`config.mk`:
```
export PLATFORM = sky130hd
export DESIGN_NAME = recon_dma_scheduler
export DESIGN_NICKNAME = d
export VERILOG_FILES = /design/src/rtl/recon_pkg.sv /design/src/rtl/recon_req_queue.sv /design/src/rtl/recon_dma_scheduler.sv
export SDC_FILE = /design/constraint.sdc
export NUM_CORES = 1
export LEC_CHECK = 0
export ABC_AREA = 1
export BUFFER_PORTS_ARGS = -buffer_cell sky130_fd_sc_hd__clkbuf_2
export CAP_MARGIN = 20
export CELL_PAD_IN_SITES_DETAIL_PLACEMENT = 1
export CELL_PAD_IN_SITES_GLOBAL_PLACEMENT = 1
export CORE_MARGIN = 5
export CORE_UTILIZATION = 40
export DETAILED_ROUTE_END_ITERATION = 8
export PLACE_DENSITY_LB_ADDON = 0.15
export SLEW_MARGIN = 20
export SYNTH_ARGS = -nofsm -noshare
export SYNTH_HDL_FRONTEND = slang
export SYNTH_SLANG_ARGS = --single-unit
```
`constraint.sdc`:
```
create_clock -name clk -period 4.3 [get_ports clk]
set_input_delay 0.645 -clock clk [delete_from_list [all_inputs] [get_ports clk]]
set_output_delay 0.645 -clock clk [all_outputs]
set_load 0.01 [all_outputs]
```
`src/rtl/recon_pkg.sv`:
```
// Shared types and codes for the reconfiguration DMA scheduler.
// Holds the FSM encoding, request op codes and completion error codes.
package recon_pkg;

    typedef enum logic [1:0] {
        StIdle  = 2'd0,
        StIssue = 2'd1,
        StWait  = 2'd2,
        StCpl   = 2'd3
    } state_e;

    localparam logic OpStore = 1'b0;  // store bitstream: DMA write channel
    localparam logic OpLoad  = 1'b1;  // load bitstream: DMA read channel

    localparam logic [3:0] ErrNone    = 4'h0;
    localparam logic [3:0] ErrZeroLen = 4'hE;
    localparam logic [3:0] ErrTimeout = 4'hF;

endpackage

```
`src/rtl/recon_req_queue.sv`:
```
// Synchronous FIFO for scheduler requests with an occupancy count.
// Simultaneous push and pop both take effect; DEPTH must be a power of two.
module recon_req_queue #(
    parameter int unsigned DEPTH = 4,
    parameter int unsigned WIDTH = 8
) (
    input  logic                     clk,
    input  logic                     rst,
    input  logic                     push,
    input  logic [WIDTH-1:0]         push_data,
    input  logic                     pop,
    output logic [WIDTH-1:0]         pop_data,
    output logic [$clog2(DEPTH):0]   count,
    output logic                     full,
    output logic                     empty
);

    localparam int unsigned PtrWidth = $clog2(DEPTH);
    localparam int unsigned CntWidth = $clog2(DEPTH) + 1;
    localparam logic [CntWidth-1:0] DepthCnt = CntWidth'(DEPTH);

    logic [WIDTH-1:0]    mem_q [DEPTH];
    logic [PtrWidth-1:0] wr_ptr_q, rd_ptr_q;
    logic [CntWidth-1:0] count_q;
    logic                do_push, do_pop;

    assign full     = (count_q == DepthCnt);
    assign empty    = (count_q == '0);
    assign do_push  = push && !full;
    assign do_pop   = pop && !empty;
    assign pop_data = mem_q[rd_ptr_q];
    assign count    = count_q;

    always_ff @(posedge clk) begin
        if (do_push) begin
            mem_q[wr_ptr_q] <= push_data;
        end
    end

    // Pointers wrap naturally because DEPTH is a power of two.
    always_ff @(posedge clk) begin
        if (rst) begin
            wr_ptr_q <= '0;
            rd_ptr_q <= '0;
            count_q  <= '0;
        end else begin
            if (do_push) begin
                wr_ptr_q <= wr_ptr_q + 1'b1;
            end
            if (do_pop) begin
                rd_ptr_q <= rd_ptr_q + 1'b1;
            end
            count_q <= count_q + CntWidth'(do_push) - CntWidth'(do_pop);
        end
    end

endmodule

```
`src/rtl/recon_dma_scheduler.sv`:
```
// Serialises bitstream store/load requests onto DMA write/read descriptor channels,
// one descriptor outstanding at a time, and reports a completion per request.
module recon_dma_scheduler
    import recon_pkg::*;
#(
    parameter int unsigned ADDR_WIDTH         = 34,
    parameter int unsigned DMA_DESC_LEN_WIDTH = 20,
    parameter int unsigned DMA_DESC_TAG_WIDTH = 8,
    parameter int unsigned QUEUE_DEPTH        = 4,
    parameter int unsigned TIMEOUT_CYCLES     = 65535
) (
    input  logic                          clk,
    input  logic                          rst,

    input  logic                          s_axis_req_op,
    input  logic [ADDR_WIDTH-1:0]         s_axis_req_addr,
    input  logic [DMA_DESC_LEN_WIDTH-1:0] s_axis_req_len,
    input  logic [7:0]                    s_axis_req_id,
    input  logic                          s_axis_req_valid,
    output logic                          s_axis_req_ready,

    output logic [ADDR_WIDTH-1:0]         m_axis_write_desc_addr,
    output logic [DMA_DESC_LEN_WIDTH-1:0] m_axis_write_desc_len,
    output logic [DMA_DESC_TAG_WIDTH-1:0] m_axis_write_desc_tag,
    output logic                          m_axis_write_desc_valid,
    input  logic                          m_axis_write_desc_ready,

    output logic [ADDR_WIDTH-1:0]         m_axis_read_desc_addr,
    output logic [DMA_DESC_LEN_WIDTH-1:0] m_axis_read_desc_len,
    output logic [DMA_DESC_TAG_WIDTH-1:0] m_axis_read_desc_tag,
    output logic                          m_axis_read_desc_valid,
    input  logic                          m_axis_read_desc_ready,

    input  logic [DMA_DESC_TAG_WIDTH-1:0] s_axis_write_desc_status_tag,
    input  logic [3:0]                    s_axis_write_desc_status_error,
    input  logic                          s_axis_write_desc_status_valid,

    input  logic [DMA_DESC_TAG_WIDTH-1:0] s_axis_read_desc_status_tag,
    input  logic [3:0]                    s_axis_read_desc_status_error,
    input  logic                          s_axis_read_desc_status_valid,

    output logic [7:0]                    m_axis_cpl_id,
    output logic                          m_axis_cpl_op,
    output logic [3:0]                    m_axis_cpl_error,
    output logic                          m_axis_cpl_valid,
    input  logic                          m_axis_cpl_ready,

    output logic                          busy,
    output logic [$clog2(QUEUE_DEPTH):0]  queue_count
);

    localparam int unsigned ReqWidth   = 1 + ADDR_WIDTH + DMA_DESC_LEN_WIDTH + 8;
    localparam int unsigned TimerWidth = $clog2(TIMEOUT_CYCLES + 1);
    localparam logic [TimerWidth-1:0] TimerMax = TimerWidth'(TIMEOUT_CYCLES - 1);

    state_e                          state_q, state_d;
    logic                            op_q, op_d;
    logic [ADDR_WIDTH-1:0]           addr_q, addr_d;
    logic [DMA_DESC_LEN_WIDTH-1:0]   len_q, len_d;
    logic [7:0]                      id_q, id_d;
    logic [DMA_DESC_TAG_WIDTH-1:0]   tag_cnt_q, tag_cnt_d;
    logic [DMA_DESC_TAG_WIDTH-1:0]   desc_tag_q, desc_tag_d;
    logic                            wr_valid_q, wr_valid_d;
    logic                            rd_valid_q, rd_valid_d;
    logic [TimerWidth-1:0]           timer_q, timer_d;
    logic                            cpl_valid_q, cpl_valid_d;
    logic [3:0]                      cpl_error_q, cpl_error_d;

    logic [ReqWidth-1:0]             push_data, pop_data;
    logic                            pop_op;
    logic [ADDR_WIDTH-1:0]           pop_addr;
    logic [DMA_DESC_LEN_WIDTH-1:0]   pop_len;
    logic [7:0]                      pop_id;
    logic                            q_pop, q_full, q_empty;
    logic                            desc_fire, status_hit;
    logic [3:0]                      status_error;

    assign push_data = {s_axis_req_op, s_axis_req_addr, s_axis_req_len, s_axis_req_id};
    assign {pop_op, pop_addr, pop_len, pop_id} = pop_data;

    // Ready looks only at the registered count, never at this cycle's pop.
    assign s_axis_req_ready = !rst && !q_full;
    assign q_pop = (state_q == StIdle) && !q_empty;

    recon_req_queue #(
        .DEPTH (QUEUE_DEPTH),
        .WIDTH (ReqWidth)
    ) u_req_queue (
        .clk       (clk),
        .rst       (rst),
        .push      (s_axis_req_valid && s_axis_req_ready),
        .push_data (push_data),
        .pop       (q_pop),
        .pop_data  (pop_data),
        .count     (queue_count),
        .full      (q_full),
        .empty     (q_empty)
    );

    assign desc_fire = (wr_valid_q && m_axis_write_desc_ready) ||
                       (rd_valid_q && m_axis_read_desc_ready);

    // Only the channel that carried the descriptor, with the issued tag, can complete it.
    always_comb begin
        status_hit   = 1'b0;
        status_error = s_axis_write_desc_status_error;
        if (op_q == OpStore) begin
            status_hit = s_axis_write_desc_status_valid &&
                         (s_axis_write_desc_status_tag == desc_tag_q);
        end else begin
            status_hit   = s_axis_read_desc_status_valid &&
                           (s_axis_read_desc_status_tag == desc_tag_q);
            status_error = s_axis_read_desc_status_error;
        end
    end

    always_comb begin
        state_d     = state_q;
        op_d        = op_q;
        addr_d      = addr_q;
        len_d       = len_q;
        id_d        = id_q;
        tag_cnt_d   = tag_cnt_q;
        desc_tag_d  = desc_tag_q;
        wr_valid_d  = wr_valid_q;
        rd_valid_d  = rd_valid_q;
        timer_d     = timer_q;
        cpl_valid_d = cpl_valid_q;
        cpl_error_d = cpl_error_q;

        case (state_q)
            StIdle: begin
                if (!q_empty) begin
                    op_d   = pop_op;
                    addr_d = pop_addr;
                    len_d  = pop_len;
                    id_d   = pop_id;
                    if (pop_len == '0) begin
                        cpl_valid_d = 1'b1;
                        cpl_error_d = ErrZeroLen;
                        state_d     = StCpl;
                    end else begin
                        desc_tag_d = tag_cnt_q;
                        wr_valid_d = (pop_op == OpStore);
                        rd_valid_d = (pop_op == OpLoad);
                        state_d    = StIssue;
                    end
                end
            end
            StIssue: begin
                if (desc_fire) begin
                    wr_valid_d = 1'b0;
                    rd_valid_d = 1'b0;
                    tag_cnt_d  = tag_cnt_q + 1'b1;
                    timer_d    = '0;
                    state_d    = StWait;
                end
            end
            StWait: begin
                timer_d = timer_q + 1'b1;
                if (status_hit) begin
                    cpl_valid_d = 1'b1;
                    cpl_error_d = status_error;
                    state_d     = StCpl;
                end else if (timer_q == TimerMax) begin
                    cpl_valid_d = 1'b1;
                    cpl_error_d = ErrTimeout;
                    state_d     = StCpl;
                end
            end
            StCpl: begin
                if (m_axis_cpl_ready) begin
                    cpl_valid_d = 1'b0;
                    state_d     = StIdle;
                end
            end
            default: state_d = StIdle;
        endcase
    end

    always_ff @(posedge clk) begin
        if (rst) begin
            state_q     <= StIdle;
            op_q        <= OpStore;
            addr_q      <= '0;
            len_q       <= '0;
            id_q        <= '0;
            tag_cnt_q   <= '0;
            desc_tag_q  <= '0;
            wr_valid_q  <= 1'b0;
            rd_valid_q  <= 1'b0;
            timer_q     <= '0;
            cpl_valid_q <= 1'b0;
            cpl_error_q <= ErrNone;
        end else begin
            state_q     <= state_d;
            op_q        <= op_d;
            addr_q      <= addr_d;
            len_q       <= len_d;
            id_q        <= id_d;
            tag_cnt_q   <= tag_cnt_d;
            desc_tag_q  <= desc_tag_d;
            wr_valid_q  <= wr_valid_d;
            rd_valid_q  <= rd_valid_d;
            timer_q     <= timer_d;
            cpl_valid_q <= cpl_valid_d;
            cpl_error_q <= cpl_error_d;
        end
    end

    assign m_axis_write_desc_addr  = addr_q;
    assign m_axis_write_desc_len   = len_q;
    assign m_axis_write_desc_tag   = desc_tag_q;
    assign m_axis_write_desc_valid = wr_valid_q;
    assign m_axis_read_desc_addr   = addr_q;
    assign m_axis_read_desc_len    = len_q;
    assign m_axis_read_desc_tag    = desc_tag_q;
    assign m_axis_read_desc_valid  = rd_valid_q;

    assign m_axis_cpl_id    = id_q;
    assign m_axis_cpl_op    = op_q;
    assign m_axis_cpl_error = cpl_error_q;
    assign m_axis_cpl_valid = cpl_valid_q;

    assign busy = (state_q != StIdle) || (queue_count != '0);

endmodule

```
-- Word-level counts from Yosys, hierarchy flattened
Memory sizes are Yosys's and may differ from the RTL's. A register that Yosys moved wholly into a read port is not among the register bits.
Cells that the tools add are included.
- logic and storage cells: 102
- output and inout bits: 145
- memories kept: 1
- RAM bits: 252
- register bits after elaboration: 111
- bitwise logic cells: 3
- $add $sub $neg: 6
- equal/unequal tests: 13
- mux-type cells: 33
- reductions and logical operators: 31
- memories (memory ; words ; bits a word ; read ports ; clocked after Yosys merged registers in ; write ports ; line ; source):
    u_req_queue.mem_q ; 4 ; 63 ; 1 ; 1 ; 1 ; recon_req_queue.sv:22 ; logic [WIDTH-1:0] mem_q [DEPTH];
- operators with widths (kind ; count):
    16-bit case mux with 2 select lines ; 1
    20-bit logical NOT ; 1
    4-bit 2-to-1 mux ; 5
    16-bit by 1-bit adder with 16-bit output (second input constant) ; 1
    16-bit equality test (second input constant) ; 1
    8-bit equality test ; 2
    16-bit 2-to-1 mux ; 1
    2-bit 2-to-1 mux ; 8
    1-bit 2-to-1 mux ; 13
    4-bit AND reduction ; 3
    1-bit logical AND ; 9
    8-bit by 1-bit adder with 8-bit output (second input constant) ; 1
    2-bit inequality test (second input constant) ; 4
    2-bit case mux with 4 select lines ; 1
    4-bit case mux with 2 select lines ; 1
    2-bit nonzero test ; 4
    2-bit AND reduction ; 3
    3-bit nonzero test ; 2
    5-bit AND reduction ; 1
    2-bit by 1-bit adder with 2-bit output (second input constant) ; 2
    2-bit equality test (second input constant) ; 2
    1-bit case mux with 2 select lines ; 2
    3-bit by 1-bit adder with 3-bit output ; 1
    3-bit equality test (second input constant) ; 1
    11 further kinds ; 16

-- Logic depth before layout (Yosys ltp)
Gate-level depths: netlist of run 1.
- depth after elaboration: 7
- gate-level depth with buffers: 16

-- By module
From an unflattened synthesis of run 1, not the netlist that was laid out.
- cells, all modules: 1378
- area total of the unflattened synthesis: 15207.1 sq um
- by module, submodules not included (module ; area an instance (sq um) ; cells each ; sequential area each (sq um) ; times used):
    recon_req_queue ; 10174.8 ; 678 ; 7747.4 ; 1
    recon_dma_scheduler ; 5032.3 ; 700 ; 2082.0 ; 1

-- Least setup slack after synthesis of run 1
Ideal clock, no wire load.
- path kind: input to register
- start: input port rst
- end: memory u_req_queue.mem_q[0][0] (netlist bit), enable pin
- stages: 3
- arrival time: 3825 ps
- setup time: 485 ps
- slack: -9 ps
- required time: 3815 ps
- cells stage by stage: a31oi_1 nand2_1 nor2_1
- longest elaborated chain between the ends: 6
- RTL lines (item ; line ; source):
    from (decl) ; recon_dma_scheduler.sv:13 ; input logic rst,
    1-bit logical NOT ; recon_dma_scheduler.sv:82 ; assign s_axis_req_ready = !rst && !q_full;
    1-bit logical AND ; recon_dma_scheduler.sv:82 ;
    1-bit logical AND ; recon_dma_scheduler.sv:91 ; .push (s_axis_req_valid && s_axis_req_ready),
    1-bit logical AND ; recon_req_queue.sv:29 ; assign do_push = push && !full;
    1-bit 2-to-1 mux ; recon_req_queue.sv:35 ; if (do_push) begin
    1-bit 2-to-1 mux (not written as such) ; recon_req_queue.sv:36 ; mem_q[wr_ptr_q] <= push_data;
    to (decl) ; recon_req_queue.sv:22 ;
Every way passes these cells.

-- Worst setup path after layout of run 1
- start: register state_q[0]
- end: register u_req_queue.rd_ptr_q[0]
- longest elaborated chain between the ends: 3
- RTL lines (item ; line ; source):
    from (decl) ; recon_dma_scheduler.sv:56 ; state_e state_q, state_d;
    from (signal assigned) ; recon_dma_scheduler.sv:183 ; state_q <= StIdle;
    from (signal assigned) ; recon_dma_scheduler.sv:196 ; state_q <= state_d;
    2-bit logical NOT ; recon_dma_scheduler.sv:83 ; assign q_pop = (state_q == StIdle) && !q_empty;
    1-bit logical AND ; recon_dma_scheduler.sv:83 ;
    1-bit logical AND ; recon_req_queue.sv:30 ; assign do_pop = pop && !empty;
    to (signal assigned) ; recon_req_queue.sv:51 ; rd_ptr_q <= rd_ptr_q + 1'b1;
    to (decl) ; recon_req_queue.sv:23 ; logic [PtrWidth-1:0] wr_ptr_q, rd_ptr_q;
Every way passes these cells.
A chain may end at the register's enable or synchronous reset.

==> flow_summary.toml, run 1 <==
[place]
gp_congestion = 0.7940
portBuffers = 239
pre_cts_slack_ns = 1.185
dp_hpwl_um = 24880

[grt]
grt_use_total_pct = 18.24
grt_max_degree = 90
first_global_vias = 11072
grt_pass1_wl_um = 60320
grt_overflow = 0
antenna_found_initial = 2

[synth]
synthFlopType = "edfxtp_1"
synth-adder-area-share_pct = 1.309
synth_top_area_share_pct = 50.74
async_flop_share_pct = 0
synth_area_leaders = "edfxtp_1, dfxtp_1, o21ai_0, nor2_1, nand2_1"
ys_seq_area_share_pct = 65.91
synthesis.area_um2 = 14910
synth-compound-area-share_pct = 9.783
synth_edf_count = 252
syn_nets = 1532
synth_area_leader_cell = "edfxtp_1"
synth.most_common_cell = "edfxtp_1"
ys_warn_count = 0
synth_common_cells = "edfxtp_1, nor2_1, nand2_1"
syn_inst = 1422
yosys.area_share.xor_xnor_pct = 0.4698
synth_top_family_by_area = "simple AND/OR/NAND/NOR gates"
muxShareOfSynthArea_pct = 0.2014
ys_ff_latch = 365
postSynthAreaPerCell_um2 = 10.49
synthSimpleGateAreaFrac_pct = 15.09
ys_types = 39

[run]
maxCapViolCount = 0

[floorplanning]
num_rows = 70
ios = 240
coreArea_um2 = 36700
dieArea_um2 = 41240
start_util_pct = 40.64
die_h_um = 203.1
die_x_um = 203.1

[timing]
drv_slew = 0
setup_violations = 0
period_share_pct = 66.54
whs_ns = 0.3280
rsz0062_at_grt = "no"
worstMarginPinSlew_ns = 1.047
fin_ws_ns = 1.439
layout_min_cycle_time_ns = 2.861
hold_viol = 0
relSlewSlack_pct = 30.12
fmax_mhz = 349.5
fin_skew_ns = 0.01848

[clocking]
clkTransAtPathRegs_ns = 0.06
cts_max_level = 2
cts_resized = 0
post-cts-setup-buffers = 0
clockRootBuffer = "clkbuf_16"
clockBufferDepth = 3
cts_made_buffers = 39
cts_tree = "built"
cts_num_sinks = 365
insertion_delay_ns = 0.54
hold_buffers = 0

[worst_setup_path]
critical_path_class = "flop to flop"
worstRegToRegCells = 9
worstSetupStartpointType = "flop"
required_ns = 4.72
r2r_end = "u_req_queue.rd_ptr_q[0]$_SDFFE_PP0P_"
cp.arrival_ns = 3.28
cpPeakStageDelay_ns = 0.64
crit_top_cell = "inv_1"
worstSetupEndpointType = "flop"
cpLargestDelayFamily = "buffers and inverters"
crit_buf_inv = 5
cp_cell_sequence = "inv_1 > ha_1 > inv_1 > nor2_4 > buf_4 > buf_4 > inv_1 > o21ai_0 > a21oi_1"
slowest_stage = "buf_4"
cp_max_fo = 66
r2r_start = "state_q[0]$_SDFFE_PP0P_"
rrSetupSlack_ns = 1.44

[route]
vias = 10527
route.detailed.drc = 0
drtIter0Drc = 409
wl_um = 38350
dr.pass1.iters = 5
antenna_left = 0
post_drt_via_cell_ratio = 5.039
wl_per_cell_um = 18.36

[cells_and_area]
drive_above_1_share_pct = 20.82
n_fill_cell = 4080
syn_to_final_growth_pct = 16.35
finalNetCount = 1699
multi_input_area_um2 = 4043
final-seq-area_um2 = 9834

[power_and_ir_drop]
power_leakage_nw = 6.803
power_density_nw_per_um2 = 640.7
ir_drop_mv = 0.4761

[hold_path]
min_path_type = "primary input to flop"
min_path_cells = 1
min_from = "s_axis_req_len[18]"
hold_end = "u_req_queue.mem_q[0][26]$_DFFE_PP_"

[run_status]
status = "complete, no violations"
-- worst reg2reg max path: cells and delay by family (launching register included) --
kind / cells / cell delay (ns)
DFF: 1 / 0.34
AOI/OAI and AO/OA: 2 / 0.31
buffers and inverters: 5 / 1.65
adders and majority gates: 1 / 0.31
and+or+nand+nor: 1 / 0.14
-- worst max path at each step --
stage                                       start  depth (start not counted)                                   end  slack (ns)
after floorplan                               rst                          3     u_req_queue.mem_q[0][0]$_DFFE_PP_      -0.009
after global placement                        rst                          5    u_req_queue.mem_q[2][54]$_DFFE_PP_        1.26
after detailed placement                      rst                          5    u_req_queue.mem_q[2][54]$_DFFE_PP_        1.19
after CTS                 state_q[0]$_SDFFE_PP0P_                          9  u_req_queue.rd_ptr_q[0]$_SDFFE_PP0P_        1.42
after global routing      state_q[0]$_SDFFE_PP0P_                          9  u_req_queue.rd_ptr_q[0]$_SDFFE_PP0P_        1.13
final                     state_q[0]$_SDFFE_PP0P_                          9  u_req_queue.rd_ptr_q[0]$_SDFFE_PP0P_        1.44
-- sequential cells by signal (all words and copies together) (netlist names), named ones only --
register	cells
u_req_queue.mem_q	252
m_axis_read_desc_valid	1
m_axis_cpl_id	8
m_axis_read_desc_tag	8
m_axis_read_desc_addr	34
u_req_queue.rd_ptr_q	2
m_axis_cpl_valid	1
timer_q	16
state_q	2
m_axis_cpl_error	4
m_axis_read_desc_len	20
u_req_queue.wr_ptr_q	2
u_req_queue.count	3
tag_cnt_q	8
m_axis_write_desc_valid	1
m_axis_cpl_op	1
-- stage by stage --
| stage | instances | total power, mW | instance area (um2) | utilization [%] | setup TNS (ns) |
|---|---|---|---|---|---|
| after floorplan | 1422 | 6.953 | 14910 | - | -2.340 |
| after global placement | 2016 | 7.889 | 16090 | 43.86 | 0 |
| after detailed placement | 2016 | 7.994 | 16090 | 43.86 | 0 |
| after CTS | 2087 | 11.30 | 17350 | 47.27 | 0 |
| after global routing | 2088 | 11.84 | 17350 | 47.28 | 0 |
| final | 2089 | 11.12 | 17350 | 47.28 | 0 |
-- kinds of logic (layout without fill, tap and decap cells) --
logic type               count (synthesis)  in the layout
AO/OA/AOI/OAI                          276            276
XOR/XNOR                                 8              8
adder cells (fa/ha/maj)                 15             15
buffers and inverters                  210            407
flip-flops                             365            365
multiplexers                             3              3
other                                    0              2
AND/OR/NAND/NOR                        545            545
-- placed cells by master (no fill, tap or decap), types with 44 or more instances in the layout --
cell,instances
dfxtp_1,111
nand2_1,213
edfxtp_1,252
inv_1,79
clkbuf_2,239
nand3_1,66
nor2_1,215
o21ai_0,168
a31oi_1,44
a21oi_1,55
-- routing by layer --
layer	vias to the layer above	global-route usage, %	share of wire, %	wire, um
met1	5094	23.48	44	16920
met4	2	4.119	1.8	677
met2	220	32.24	49	18840
met5	-	0	0.052	20
met3	47	3.306	4.9	1892
li1	5164	-	-	-
-- layout make-up --
type	count	area share, %
repair buffers	254	7.615
clock buffers	53	6.338
multi-input cells	847	23.30
diodes	2	0.02884
well taps	468	3.375
inverters	82	1.788
clock inverters	18	0.8797
flip-flops and latches	365	56.68
-- power by group --
group / internal (mW) / switching [mW]
combinational: 1.05 / 2.21
sequential: 4.23 / 0.361
clock: 1.92 / 1.35
Power figures use the tool's default switching activity.
==> run 2: changes to the inputs <==
Clock period 4.3 ns to 2.6 ns, I/O delays scaled along.
==> run 2 against run 1 <==
Sequential power grew 65%. Count of clock-buffer cells in the layout grew 11. Critical path type unchanged. Via count rose by 0.27%.
==> flow_summary.toml, run 2 (synthesis results as in run 1) <==
[cells_and_area]
stdcell_count = 2100
largest_register_ffs = 252
final_common_cell = "edfxtp_1"
top_register = "u_req_queue.mem_q"
n_fill_cell = 4065
drive_above_1_share_pct = 21.09
finalNetCount = 1711
final_cell_mix = "edfxtp_1, clkbuf_2, nor2_1, nand2_1, o21ai_0"
syn_to_final_growth_pct = 17.66

[timing]
rsz0062_at_grt = "no"
relSlewSlack_pct = 63.91
setup_violations = 0
fin_ws_ns = 0.2244
layout_min_cycle_time_ns = 2.376
worstMarginPinSlew_ns = 0.5413
fin_skew_ns = 0.01639
whs_ns = 0.07652
hold_viol = 0
drv_slew = 0
fmax_mhz = 420.9
period_share_pct = 91.37

[worst_setup_path]
critical_path_class = "flop to flop"
rrSetupSlack_ns = 0.22
r2r_end = "u_req_queue.count[2]$_SDFF_PP0_"
required_ns = 3.07
cp_cell_sequence = "inv_1 > ha_1 > inv_1 > nor2_4 > ha_1 > inv_1 > ha_1 > fa_1 > or2_2 > a21oi_1"
crit_buf_inv = 3
cpPeakStageDelay_ns = 0.38
worstSetupEndpointType = "flop"
worstRegToRegCells = 10
cp.arrival_ns = 2.84
r2r_start = "state_q[0]$_SDFFE_PP0P_"
slowest_stage = "dfxtp_1"
worstSetupStartpointType = "flop"
cp.depth = 10
cpLargestDelayFamily = "adder cells"
cp_max_fo = 5

[power_and_ir_drop]
power_density_nw_per_um2 = 1056
p_comb_share_pct = 29.7
power_leakage_nw = 6.880
switchingPower_mw = 6.446
ir_drop_mv = 0.7791
internal_power_mw = 12.08
p_seq_share_pct = 41.0
clkPwrFrac_pct = 29.4
sw_frac_of_total_pct = 34.80

[route]
route.detailed.drc = 0
post_drt_via_cell_ratio = 5.026
vias = 10555
drtIter0Drc = 423
wl_um = 38570
dr.pass1.iters = 4
antenna_left = 0
wl_per_cell_um = 18.36

[place]
portBuffers = 239
placedCellCount = 2026
pre_cts_slack_ns = 0.2453
dp_hpwl_um = 24710
gp_congestion = 0.8099

[hold_path]
min_from = "s_axis_req_addr[31]"
min_path_cells = 1
min_path_type = "primary input to flop"
hold_end = "u_req_queue.mem_q[1][59]$_DFFE_PP_"

[floorplanning]
ios = 240
start_util_pct = 40.64
die_x_um = 203.1
coreArea_um2 = 36700
num_rows = 70
die_h_um = 203.1
dieArea_um2 = 41240

[grt]
grt_max_degree = 129
grt_overflow = 0
grt_pass1_wl_um = 60730
grt_use_total_pct = 18.47
antenna_found_initial = 1
first_global_vias = 11089

[run_status]
status = "complete, no violations"

[clocking]
insertion_delay_ns = 0.54
cts_made_buffers = 41
cts_max_level = 2
clkTransAtPathRegs_ns = 0.06
clockRootBuffer = "clkbuf_16"
cts_num_sinks = 365
clockBufferDepth = 3
post-cts-setup-buffers = 0
cts_resized = 0
cts_tree = "built"
hold_buffers = 0

[run]
maxCapViolCount = 0
run 2: cell types whose count changed in the layout (fill, tap and decap cells not counted), sizes merged:
cell    change
inv         -1
diode       -1
buf        +10
clkbuf     +11
clkinv      -7
bufinv      -1
run 2: power by group through the flow:
stage          combinational (mW)  sequential [mW]  clock (mW)
6_report                     5.50             7.59        5.44
3_5_place_dp                 5.62             7.72           0
3_3_place_gp                 5.48             7.68           0
5_1_grt                      6.17             7.70        5.86
4_1_cts                      5.65             7.61        5.60
2_1_floorplan                3.75             7.75           0
run 2: area by class of cell:
class | count | area, um2 | share of cell area, %
diodes | 1 | 2.502 | 0.01426
clock buffers | 64 | 1202 | 6.853
clock inverters | 9 | 72.57 | 0.4136
inverters | 82 | 310.3 | 1.768
multi-input cells | 847 | 4043 | 23.04
flip-flops and latches | 365 | 9834 | 56.05
well taps | 468 | 585.6 | 3.337
repair buffers | 264 | 1496 | 8.528
run 2: per-layer routing:
metal  part of all wire, %  global-route usage [%]  wire length [um]  vias up
met1                    44                   22.88             16780     5142
met5                 0.052                       0                20        -
met3                   4.5                   3.546              1749       47
met4                   1.6                   4.914               628        2
met2                    50                   33.19             19390      181
li1                      -                       -                 -     5183
run 2: how the worst max path moves through the flow:
stage                                               start                                 to  slack (ns)
after floorplan           u_req_queue.count[1]$_SDFF_PP0_  u_req_queue.mem_q[0][0]$_DFFE_PP_       -0.60
after global placement            state_q[0]$_SDFFE_PP0P_    u_req_queue.count[2]$_SDFF_PP0_        0.31
after detailed placement          state_q[0]$_SDFFE_PP0P_    u_req_queue.count[2]$_SDFF_PP0_        0.25
after CTS                         state_q[0]$_SDFFE_PP0P_    u_req_queue.count[2]$_SDFF_PP0_        0.23
after global routing              state_q[0]$_SDFFE_PP0P_    u_req_queue.count[2]$_SDFF_PP0_        0.05
final                             state_q[0]$_SDFFE_PP0P_    u_req_queue.count[2]$_SDFF_PP0_        0.22
run 2: metrics by stage:
stage | power, mW | setup TNS, ns | area (um2) | utilization, %
6_report | 18.52 | 0 | 17550 | 47.81
5_1_grt | 19.73 | 0 | 17540 | 47.81
4_1_cts | 18.86 | 0 | 17540 | 47.81
3_5_place_dp | 13.33 | 0 | 16270 | 44.33
3_3_place_gp | 13.16 | 0 | 16270 | 44.33
2_1_floorplan | 11.50 | -151.90 | 14920 | -
==> run 3: changes to the inputs <==
Settings changed: SYNTH_HIERARCHICAL from default to 1.
==> run 3 against run 2 <==
Count of clock-buffer cells in the layout fell by 3. Sequential share of layout area down 1.3 points. Sequential cell count did not move. Largest power group unchanged. Non-clock buffer count up 13. Combinational power shrank 8.2%.
==> flow_summary.toml, run 3 <==
[grt]
grt_overflow = 0
grt_pass1_wl_um = 61830
first_global_vias = 10989
grt_max_degree = 84
grt_use_total_pct = 18.59
antenna_found_initial = 3

[synth]
ys_seq_area_share_pct = 64.64
postSynthAreaPerCell_um2 = 11.04
synth_common_cells = "nor2_1, edfxtp_1, o21ai_0"
synth_area_leader_cell = "edfxtp_1"
syn_inst = 1378
synthesis.area_um2 = 15210
syn_nets = 1488
ys_ff_latch = 365
synthFlopType = "edfxtp_1"
synth_edf_count = 252
synth_top_area_share_pct = 49.76
synth_area_leaders = "edfxtp_1, dfxtp_1, nor2_1, o21ai_0, o22ai_2"
async_flop_share_pct = 0
ys_types = 44
ys_warn_count = 6
synth.most_common_cell = "nor2_1"

[timing]
rsz0062_at_grt = "no"
period_share_pct = 91.93
relSlewSlack_pct = 50.43
worstMarginPinSlew_ns = 0.7435
drv_slew = 0
fin_skew_ns = 0.01753
setup_tns_ns = 0
fmax_mhz = 418.4
setup_violations = 0
layout_min_cycle_time_ns = 2.390
hold_viol = 0

[clocking]
cts_num_sinks = 365
cts_max_level = 2
cts_tree = "built"
insertion_delay_ns = 0.54
cts_made_buffers = 40
hold_buffers = 0
clockRootBuffer = "clkbuf_16"
clkTransAtPathRegs_ns = 0.06
clockBufferDepth = 3

[worst_setup_path]
worstSetupEndpointType = "flop"
worstSetupStartpointType = "flop"
required_ns = 3.05
r2r_end = "m_axis_write_desc_valid$_SDFFE_PP0P_"
cp.arrival_ns = 2.84
rrSetupSlack_ns = 0.21
worstRegToRegCells = 13
critical_path_class = "flop to flop"
cp_max_fo = 38

[route]
drtIter0Drc = 517
dr.pass1.iters = 4
wl_per_cell_um = 18.71
vias = 10538
post_drt_via_cell_ratio = 4.987
antenna_left = 0
route.detailed.drc = 0
wl_um = 39540

[cells_and_area]
final_util_pct = 47.85
top_register = "u_req_queue/mem_q"
final_common_cell = "nor2_1"
syn_to_final_growth_pct = 18.23
largest_register_ffs = 252
multi_input_area_um2 = 4292
n_fill_cell = 4124
final_cell_mix = "nor2_1, edfxtp_1, clkbuf_2, o21ai_0, dfxtp_1"
final-seq-area_um2 = 9834
drive_above_1_share_pct = 28.04
finalNetCount = 1679

[hold_path]
min_from = "s_axis_req_len[15]"
min_path_type = "primary input to flop"
min_path_cells = 1
hold_end = "u_req_queue/mem_q[2][23]$_DFFE_PP_"

[floorplanning]
die_h_um = 205.0
die_x_um = 205.0
ios = 240
num_rows = 71
dieArea_um2 = 42020
start_util_pct = 40.47
coreArea_um2 = 37580

[power_and_ir_drop]
power_density_nw_per_um2 = 1000
ir_drop_mv = 0.6228
power_leakage_nw = 7.031

[run]
maxCapViolCount = 0

[place]
portBuffers = 239
dp_hpwl_um = 26060
gp_congestion = 0.7410

[run_status]
status = "complete, no violations"
-- run 3: worst max-delay path: stages, from the launching register on --
cell       delay [ns]
dfxtp_4          0.46
clkinv_16        0.15
buf_4            0.21
o21ai_1          0.16
o22ai_1          0.11
nor2_1           0.12
nand3_1          0.08
nor2_1           0.15
nand2_1          0.18
nand2_1          0.14
nor2_2           0.06
o21ai_0          0.22
nand2_1          0.10
a21oi_1          0.15
-- run 3: layer usage --
metal | track usage [%] | part of all wire [%] | vias up
met5 | 0 | 0.058 | -
met1 | 23.69 | 43 | 5200
met2 | 32.40 | 50 | 211
met3 | 3.720 | 5.0 | 54
li1 | - | - | 5069
met4 | 5.096 | 1.9 | 4
-- run 3: worst max path at each step --
stage                                           endpoint  slack [ns]  cells past startpoint
floorplan              u_req_queue/mem_q[0][0]$_DFFE_PP_       0.005                      6
global placement        m_axis_cpl_error[0]$_SDFFE_PP0P_        0.23                     12
detailed placement      m_axis_cpl_error[3]$_SDFFE_PP0P_        0.13                     12
CTS                  m_axis_read_desc_valid$_SDFFE_PP0P_        0.09                     13
global route        m_axis_write_desc_valid$_SDFFE_PP0P_       0.001                     13
finish              m_axis_write_desc_valid$_SDFFE_PP0P_        0.21                     13
-- run 3: per-stage QoR --
stage | cells | total power, mW | worst slack [ns] | hold slack, ns | area [um2]
finish | 2113 | 17.99 | 0.2099 | 0.06752 | 17980
detailed placement | 2036 | 12.66 | 0.1268 | 0.4455 | 16630
floorplan | 1378 | 11.05 | 0.004572 | 0.4253 | 15250
global placement | 2036 | 12.51 | 0.2292 | 0.4380 | 16630
global route | 2113 | 19.08 | 0.001143 | 0.03873 | 17980
CTS | 2110 | 18.22 | 0.08516 | 0.04233 | 17920
-- run 3: kinds of logic after synthesis --
logic type      after synthesis  synth area share, %
compound gates              313                12.54
xor+xnor                      8               0.4607
fa+ha+maj                    15                1.284
buf+inv                     206                7.495
flops                       365                64.64
mux                           1              0.06582
simple gates                470                13.52
-- run 3: repair_timing --
item                       in CTS  in global routing
setup buffers                   0                  2
gates resized for setup         0                 10
setup endpoints to repair       0                 14
-- run 3: cell type report --
type / count / area share (%)
antenna: 1 / 0.01392
clock buffer: 61 / 6.639
clock inverter: 13 / 0.5428
inverter: 78 / 1.802
multi-input combinational: 807 / 23.87
sequential: 365 / 54.70
tap: 511 / 3.556
timing repair buffer: 277 / 8.880
-- run 3: power by group --
group / total [mW] / switching [mW] / internal [mW]
registers: 7.45 / 0.506 / 6.94
logic: 5.05 / 3.34 / 1.71
clock network: 5.50 / 2.22 / 3.27
total: 18.0 / 6.06 / 11.9
